<file path="src/rtl/shared_reg_pkg.sv">
// Shared definitions for the shared-register controller: opcodes, FSM states
// and the lock burst cap used when SHARED_REG_LOCK_EN is defined.
package shared_reg_pkg;

    localparam logic [1:0] OP_LOAD = 2'b00;
    localparam logic [1:0] OP_SET  = 2'b01;
    localparam logic [1:0] OP_CLR  = 2'b10;
    localparam logic [1:0] OP_NOP  = 2'b11;

    typedef enum logic [1:0] {
        IDLE = 2'b00,
        EXEC = 2'b01,
        DONE = 2'b10
    } state_t;

    // Longest run of back-to-back grants a locking requester may hold.
    localparam int LOCK_MAX   = 4;
    localparam int LOCK_CNT_W = 3;

endpackage

</file>
<file path="src/rtl/rr_arbiter.sv">
// Combinational round-robin winner select: the first asserted request at or
// above ptr, wrapping modulo NREQ. Returns a one-hot vector and the index.
module rr_arbiter #(
    parameter int NREQ  = 4,
    parameter int PTR_W = $clog2(NREQ)
) (
    input  logic [NREQ-1:0]  req,
    input  logic [PTR_W-1:0] ptr,
    output logic             valid,
    output logic [NREQ-1:0]  onehot,
    output logic [PTR_W-1:0] idx
);

    logic [PTR_W:0] sum;

    // Scan offsets from farthest to nearest so the nearest asserted request wins.
    always_comb begin
        valid  = 1'b0;
        idx    = '0;
        onehot = '0;
        sum    = '0;
        for (int k = NREQ - 1; k >= 0; k--) begin
            sum = {1'b0, ptr} + (PTR_W + 1)'(k);
            if (sum >= (PTR_W + 1)'(NREQ)) begin
                sum = sum - (PTR_W + 1)'(NREQ);
            end
            if (req[sum[PTR_W-1:0]]) begin
                valid = 1'b1;
                idx   = sum[PTR_W-1:0];
            end
        end
        if (valid) begin
            onehot[idx] = 1'b1;
        end
    end

endmodule

</file>
<file path="src/rtl/shared_reg_ctrl.sv">
// Round-robin controller sharing one WIDTH-bit register among NREQ requesters.
// Each operation takes IDLE (arbitrate) -> EXEC (apply op) -> DONE (ack).
// Optional macro SHARED_REG_LOCK_EN adds a lock input that lets the current
// owner keep the register for up to LOCK_MAX consecutive grants.
module shared_reg_ctrl
    import shared_reg_pkg::*;
#(
    parameter int WIDTH = 8,
    parameter int NREQ  = 4
) (
    input  logic                  clk,
    input  logic                  rst,
    input  logic [NREQ-1:0]       req,
    input  logic [2*NREQ-1:0]     op,
    input  logic [NREQ*WIDTH-1:0] wdata,
`ifdef SHARED_REG_LOCK_EN
    input  logic [NREQ-1:0]       lock,
`endif
    output logic [NREQ-1:0]       gnt,
    output logic [NREQ-1:0]       ack,
    output logic                  busy,
    output logic [WIDTH-1:0]      q
);

    localparam int PTR_W = $clog2(NREQ);

    state_t             state_q, state_d;
    logic [PTR_W-1:0]   ptr_q, ptr_d;
    logic [PTR_W-1:0]   win_q, win_d;
    logic [NREQ-1:0]    gnt_q, gnt_d;
    logic [NREQ-1:0]    ack_q, ack_d;
    logic [WIDTH-1:0]   data_q, data_d;
`ifdef SHARED_REG_LOCK_EN
    logic                  relock_q, relock_d;
    logic [LOCK_CNT_W-1:0] burst_q, burst_d;
`endif

    logic [1:0]       op_arr    [NREQ];
    logic [WIDTH-1:0] wdata_arr [NREQ];

    logic             arb_valid;
    logic [NREQ-1:0]  arb_onehot;
    logic [PTR_W-1:0] arb_idx;

    for (genvar gi = 0; gi < NREQ; gi++) begin : g_unpack
        assign op_arr[gi]    = op[2*gi +: 2];
        assign wdata_arr[gi] = wdata[WIDTH*gi +: WIDTH];
    end

    rr_arbiter #(
        .NREQ  (NREQ),
        .PTR_W (PTR_W)
    ) u_arb (
        .req    (req),
        .ptr    (ptr_q),
        .valid  (arb_valid),
        .onehot (arb_onehot),
        .idx    (arb_idx)
    );

    // Next-state, grant/ack and register datapath for the three-phase cycle.
    always_comb begin
        state_d = state_q;
        ptr_d   = ptr_q;
        win_d   = win_q;
        gnt_d   = gnt_q;
        ack_d   = '0;
        data_d  = data_q;
`ifdef SHARED_REG_LOCK_EN
        relock_d = relock_q;
        burst_d  = burst_q;
`endif
        case (state_q)
            IDLE: begin
`ifdef SHARED_REG_LOCK_EN
                if (relock_q) begin
                    // Locked owner is re-granted without consulting the arbiter.
                    relock_d     = 1'b0;
                    burst_d      = burst_q + 1'b1;
                    gnt_d        = '0;
                    gnt_d[win_q] = 1'b1;
                    state_d      = EXEC;
                end else
`endif
                if (arb_valid) begin
                    win_d   = arb_idx;
                    gnt_d   = arb_onehot;
                    state_d = EXEC;
`ifdef SHARED_REG_LOCK_EN
                    burst_d = LOCK_CNT_W'(1);
`endif
                end
            end
            EXEC: begin
                case (op_arr[win_q])
                    OP_LOAD: data_d = wdata_arr[win_q];
                    OP_SET:  data_d = '1;
                    OP_CLR:  data_d = '0;
                    default: data_d = data_q;
                endcase
                // A locked re-grant has the same winner, so ptr stays put.
                ptr_d        = (win_q == PTR_W'(NREQ - 1)) ? '0 : win_q + 1'b1;
                gnt_d        = '0;
                ack_d[win_q] = 1'b1;
                state_d      = DONE;
            end
            DONE: begin
`ifdef SHARED_REG_LOCK_EN
                relock_d = lock[win_q] && req[win_q]
                           && (burst_q < LOCK_CNT_W'(LOCK_MAX));
`endif
                state_d = IDLE;
            end
            default: begin
                state_d = IDLE;
                gnt_d   = '0;
            end
        endcase
    end

    // State registers; reset aborts any transaction in flight and clears q.
    always_ff @(posedge clk) begin
        if (rst) begin
            state_q <= IDLE;
            ptr_q   <= '0;
            win_q   <= '0;
            gnt_q   <= '0;
            ack_q   <= '0;
            data_q  <= '0;
`ifdef SHARED_REG_LOCK_EN
            relock_q <= 1'b0;
            burst_q  <= '0;
`endif
        end else begin
            state_q <= state_d;
            ptr_q   <= ptr_d;
            win_q   <= win_d;
            gnt_q   <= gnt_d;
            ack_q   <= ack_d;
            data_q  <= data_d;
`ifdef SHARED_REG_LOCK_EN
            relock_q <= relock_d;
            burst_q  <= burst_d;
`endif
        end
    end

    assign gnt  = gnt_q;
    assign ack  = ack_q;
    assign busy = (state_q != IDLE);
    assign q    = data_q;

endmodule

</file>
<file path="config.mk">
export PLATFORM = sky130hd
export DESIGN_NAME = shared_reg_ctrl
export DESIGN_NICKNAME = d
export VERILOG_FILES = /design/src/rtl/shared_reg_pkg.sv /design/src/rtl/rr_arbiter.sv /design/src/rtl/shared_reg_ctrl.sv
export SDC_FILE = /design/constraint.sdc
export NUM_CORES = 1
export LEC_CHECK = 0
export ABC_AREA = 1
export CORE_MARGIN = 2
export CORE_UTILIZATION = 45
export DETAILED_ROUTE_END_ITERATION = 10
export GPL_TIMING_DRIVEN = 0
export PLACE_DENSITY = 0.95
export SYNTH_ARGS = -nofsm -noshare
export SYNTH_HDL_FRONTEND = slang
export SYNTH_SLANG_ARGS = --single-unit
</file>
<file path="constraint.sdc">
create_clock -name clk -period 6.1 [get_ports clk]
set_clock_uncertainty 0.05 [all_clocks]
set_input_delay 0.61 -clock clk [delete_from_list [all_inputs] [get_ports clk]]
set_output_delay 0.61 -clock clk [all_outputs]
set_load 0.03 [all_outputs]
</file>
======== Word level (Yosys, flattened, before mapping) ========
Cells that the tools add are included.
word-level totals
  input bits .............................. 46
  flip-flop bits (word level) ............. 22
  output and inout bits ................... 17
operators by class
  muxes and demuxes ....................... 36
  reductions and logical operators ........ 10
  equality and inequality tests ........... 6
  bitwise logic cells ..................... 3
  $lt $le $gt $ge ......................... 13
  add/subtract/negate cells ............... 8
operators with widths
  kind                                                                    number
  2-bit two-way mux                                                       12
  8-bit case mux with 3 select lines                                      1
  2-bit by 3-bit < comparator with 1-bit output (second input constant)   6
  8-bit binary-select mux with 2-bit select                               1
  8-bit two-way mux                                                       2
  3-bit >= comparator (second input constant)                             4
  1-bit two-way mux                                                       10
  1-bit binary-select mux with 2-bit select                               4
  4-bit case mux with 2 select lines                                      1
  2-bit by 1-bit subtractor with 2-bit output (second input constant)     4
  2-bit by 2-bit adder with 3-bit output (second input constant)          2
  2-bit == test (second input constant)                                   3
  2-bit AND reduction                                                     3
  2-bit binary-select mux with 2-bit select                               1
  1-bit demux with 2-bit select                                           2
  2-bit by 1-bit == test with 1-bit output (second input constant)        2
  2-bit by 1-bit >= comparator with 1-bit output (second input constant)  2
  2-bit logical NOT                                                       2
  4-bit two-way mux                                                       1
  2-bit case mux with 2 select lines                                      1
  2-bit by 1-bit adder with 3-bit output (second input constant)          1
  2-bit by 3-bit >= comparator with 1-bit output (second input constant)  1
  2-bit NOT with 3-bit output                                             1
  3-bit nonzero test                                                      1
  other kinds (6)                                                         8

======== Logic depth before layout (Yosys ltp) ========
  depth in word-level cells ............... 15
  mapped depth ............................ 13
  mapped depth without buffers ............ 12

======== Hierarchy ========
Synthesis repeated with hierarchy kept, for this count alone.
unflattened totals
  cell total of the unflattened synthesis .. 224
  area total of the unflattened synthesis .. 1417.6 um^2
by module, submodules not included
  module           times used  area each (um^2)  cells each
  shared_reg_ctrl  1           1176.1            169
  rr_arbiter       1           241.5             55

======== Worst setup path after synthesis ========
No wires, ideal clock.
  path kind ............................... register to register
  start point ............................. register win_q[0]
  end point ............................... register data_q[4] (netlist: q[4])
  arrival time ............................ 1.929 ns
  setup time .............................. 0.139 ns
  slack ................................... 3.982 ns
  stages on the path, launching flop included .. 10
  buffers on the path ..................... 2
  clock period less this slack ............ 2.118 ns
  cells stage by stage .................... dfxtp_1 > clkbuf_1 > nand2_1 > a32oi_1 > inv_1 > ha_1 > buf_1 > inv_1 > a21oi_4 > a221oi_1
between the ends
  cells in the longest elaborated chain, start to end .. 7
ends and longest elaborated chain
  item                                                   RTL line                                      source
  from (decl)                                            shared_reg_ctrl.sv:29                         logic [PTR_W-1:0] win_q, win_d;
  from (signal assigned)                                 shared_reg_ctrl.sv:137                        win_q <= win_d;
  2-bit NOT with 3-bit output (not written as such) (*)  shared_reg_ctrl.sv:95, shared_reg_ctrl.sv:96
  2-bit binary-select mux with 2-bit select              shared_reg_ctrl.sv:95                         case (op_arr[win_q])
  2-bit two-way mux (not written as such) (2 in series)  shared_reg_ctrl.sv:95
  2-bit == test, or another cell as far along            shared_reg_ctrl.sv:95
  3-bit nonzero test (no line)                           -
  2-bit AND reduction (no line)                          -
  to (signal assigned)                                   shared_reg_ctrl.sv:140                        data_q <= data_d;
  to (decl)                                              shared_reg_ctrl.sv:32                         logic [WIDTH-1:0] data_q, data_d;
Mark *: on every way between the ends. The rest lies on a longest branch, timed or not. The select of a mux whose other input is x is not followed.
A chain may end at the register's enable or synchronous reset.

======== Final worst setup path ========
  start point ............................. register win_q[0]
  end point ............................... register data_q[5] (netlist: q[5])
The elaborated chain is that of the path after synthesis.

==> results.json <==
{
  "ys_types": 28,
  "dr.pass1.iters": 4,
  "final_common_cell": "clkdlybuf4s50_1",
  "cts-root-buf": "clkbuf_4",
  "cts_htree_levels": 1,
  "min_period_ns": 2.66,
  "drtIter0Drc": 73,
  "setup_viol": 0,
  "nNetsFinal": 330,
  "place_hpwl_microns": 3040,
  "ys_ff_latch": 22,
  "dp_slack_ns": 3.29,
  "antenna_found_initial": 0,
  "place.port_buffers": 61,
  "startpoint_type": "flop",
  "worstMarginPinSlew_ns": 0.453,
  "finalWorstSetupSlack_ns": 3.44,
  "required_ns": 6.22,
  "ys_top_cells_by_area": "dfxtp_1 (31%), nand2_1 (11%), nor2_1 (7.9%)",
  "slew_headroom_pct": 69.8,
  "finalHoldViolations": 0,
  "postCtsSetupBuffers": 0,
  "via_per_inst": 5.04,
  "synth_top_area_cell": "dfxtp_1",
  "start_util_pct": 47.0,
  "path_class": "reg2reg",
  "cts_resized": 0,
  "cts_tree": "done",
  "core_sq_um": 3030,
  "hold_class": "reg2reg",
  "grt.total_usage_pct": 22.0,
  "dp_cells": 317,
  "fp-row-count": 20,
  "fillers": 257,
  "cts_max_path_buffers": 2,
  "synthCells": 212,
  "num_vias": 1612,
  "die_y_microns": 60.2,
  "end_kind": "flop",
  "dieArea_sq_um": 3630,
  "gp_congestion": 0.817,
  "fin_setup_tns_ns": 0,
  "grt_pass1_wl_microns": 6160,
  "drive_gt1_share_pct": 9.42,
  "totalWireLength_microns": 3980,
  "worstSkewPairLatency_ns": 0.30,
  "fp.dieW_microns": 60.2,
  "max_cap_violations": 0,
  "cts.sinks": 22,
  "synth_top_area_share_pct": 31.0,
  "fmax_mhz": 376,
  "yosys_warnings": 0,
  "synth_area_sq_um": 1420,
  "areaGrowthSynthToFinish_pct": 48.4,
  "cp.arrival_ns": 2.78,
  "dpl_cell_area_sq_um": 2090,
  "pwr_density_cell_nw_per_um2": 308,
  "path_max_fanout": 10,
  "synth.net_count": 264,
  "avgSynthCellArea_sq_um": 6.71,
  "drc_errors": 0,
  "layout_common_cells": "clkdlybuf4s50_1 (61), nand2_1 (43), nor2_1 (30), inv_1 (26), dfxtp_1 (22)",
  "diodes": 0,
  "clk_pin_slew_ns": 0.11,
  "grt_pass1_vias": 1395,
  "overflow": 0,
  "hold_buffers": 0,
  "peakVddDrop_mv": 0.257,
  "ant_nets": 0,
  "pin_count": 63,
  "wl_per_cell_microns": 12.4,
  "min_period_over_period_pct": 43.6,
  "p_leak_nw": 0.883,
  "numCtsBuffers": 3,
  "instances_no_fill": 320,
  "outcome": "completed",
  "grt_max_degree": 13,
  "drv_slew": 0,
  "synth-seq-area-share_pct": 31.0,
  "grt_setup_unrepaired": "no",
  "stdcell_area_sq_um": 2110
}
## layout make-up
type                            instances  area, sq um  share of cell area, %
Clock buffer                            3         22.5                   1.07
Timing Repair Buffer                   61          611                   28.9
Tap cell                               44         55.1                   2.61
Sequential cell                        22          440                   20.9
Multi-Input combinational cell        151          817                   38.7
Inverter                               29          114                   5.39
Buffer                                 10         51.3                   2.43
## where the power goes
group          internal (mW)  switching [mW]
registers              0.172          0.0220
clock network         0.0230          0.0404
logic                  0.155           0.239
## metal layers
metal | track usage (%) | routed length (microns) | vias to the layer above
li1 | - | - | 825
met1 | 28.9 | 1820 | 735
met2 | 37.1 | 1890 | 48
met3 | 4.55 | 234 | 4
met4 | 4.76 | 30 | 0
met5 | 0 | 0 | -
## cells in the mapped netlist
| cell | instances |
|---|---|
| inv_6 | 1 |
| o21ai_1 | 1 |
| inv_1 | 26 |
| buf_6 | 1 |
| a221oi_1 | 8 |
| buf_2 | 2 |
| dfxtp_1 | 22 |
| a211oi_1 | 2 |
| a32oi_1 | 1 |
| o22ai_1 | 9 |
| nand2_2 | 10 |
| nor2_1 | 30 |
| a21oi_4 | 2 |
| buf_1 | 1 |
| or2_2 | 1 |
| clkbuf_1 | 5 |
| inv_2 | 2 |
| buf_4 | 1 |
| nand4_1 | 2 |
| a211oi_2 | 1 |
| nand2_1 | 43 |
| a21oi_1 | 8 |
| nor2_4 | 1 |
| and2_1 | 1 |
| nand3_1 | 6 |
| o21ai_0 | 18 |
| ha_1 | 6 |
| a21oi_2 | 1 |
## cell families after synthesis
group,count (synthesis),synth area share (%)
buf+inv,39,11.6
flops,22,31.0
fa+ha+maj,6,5.28
simple gates,94,28.3
compound gates,51,23.8
## worst max-delay path, cell delays in order (launching register included)
cell and delay [ns]:
dfxtp_1 0.45, clkbuf_1 0.40, nand2_1 0.13, a32oi_1 0.29, inv_1 0.07, ha_1 0.27, buf_1 0.32, inv_1 0.14
a21oi_4 0.29, a221oi_1 0.12
## final timing paths
check	slack (ns)	cells past startpoint	startpoint	to
setup / recovery	3.44	9	win_q[0]	q[5]
setup reg to reg	3.44	9	win_q[0]	q[5]
hold reg to reg	0.43	2	gnt[0]	gnt[0]
hold / removal	0.43	2	gnt[0]	gnt[0]
## registers in the layout (all words and copies together), names as in the netlist
register / count
q: 8
ack: 4
gnt: 4
ptr_q: 2
state_q: 2
win_q: 2
## through the flow
stage / hold slack (ns) / util, % / total power [mW]
final: 0.427 / 69.7 / 0.651
after global routing: 0.445 / 69.7 / 0.699
after CTS: 0.429 / 69.7 / 0.649
after detailed placement: 0.406 / 69.0 / 0.584
after global placement: 0.403 / 69.0 / 0.573
after floorplan: 0.465 / - / 0.459
No activity file was read; power rests on OpenSTA's default activity.
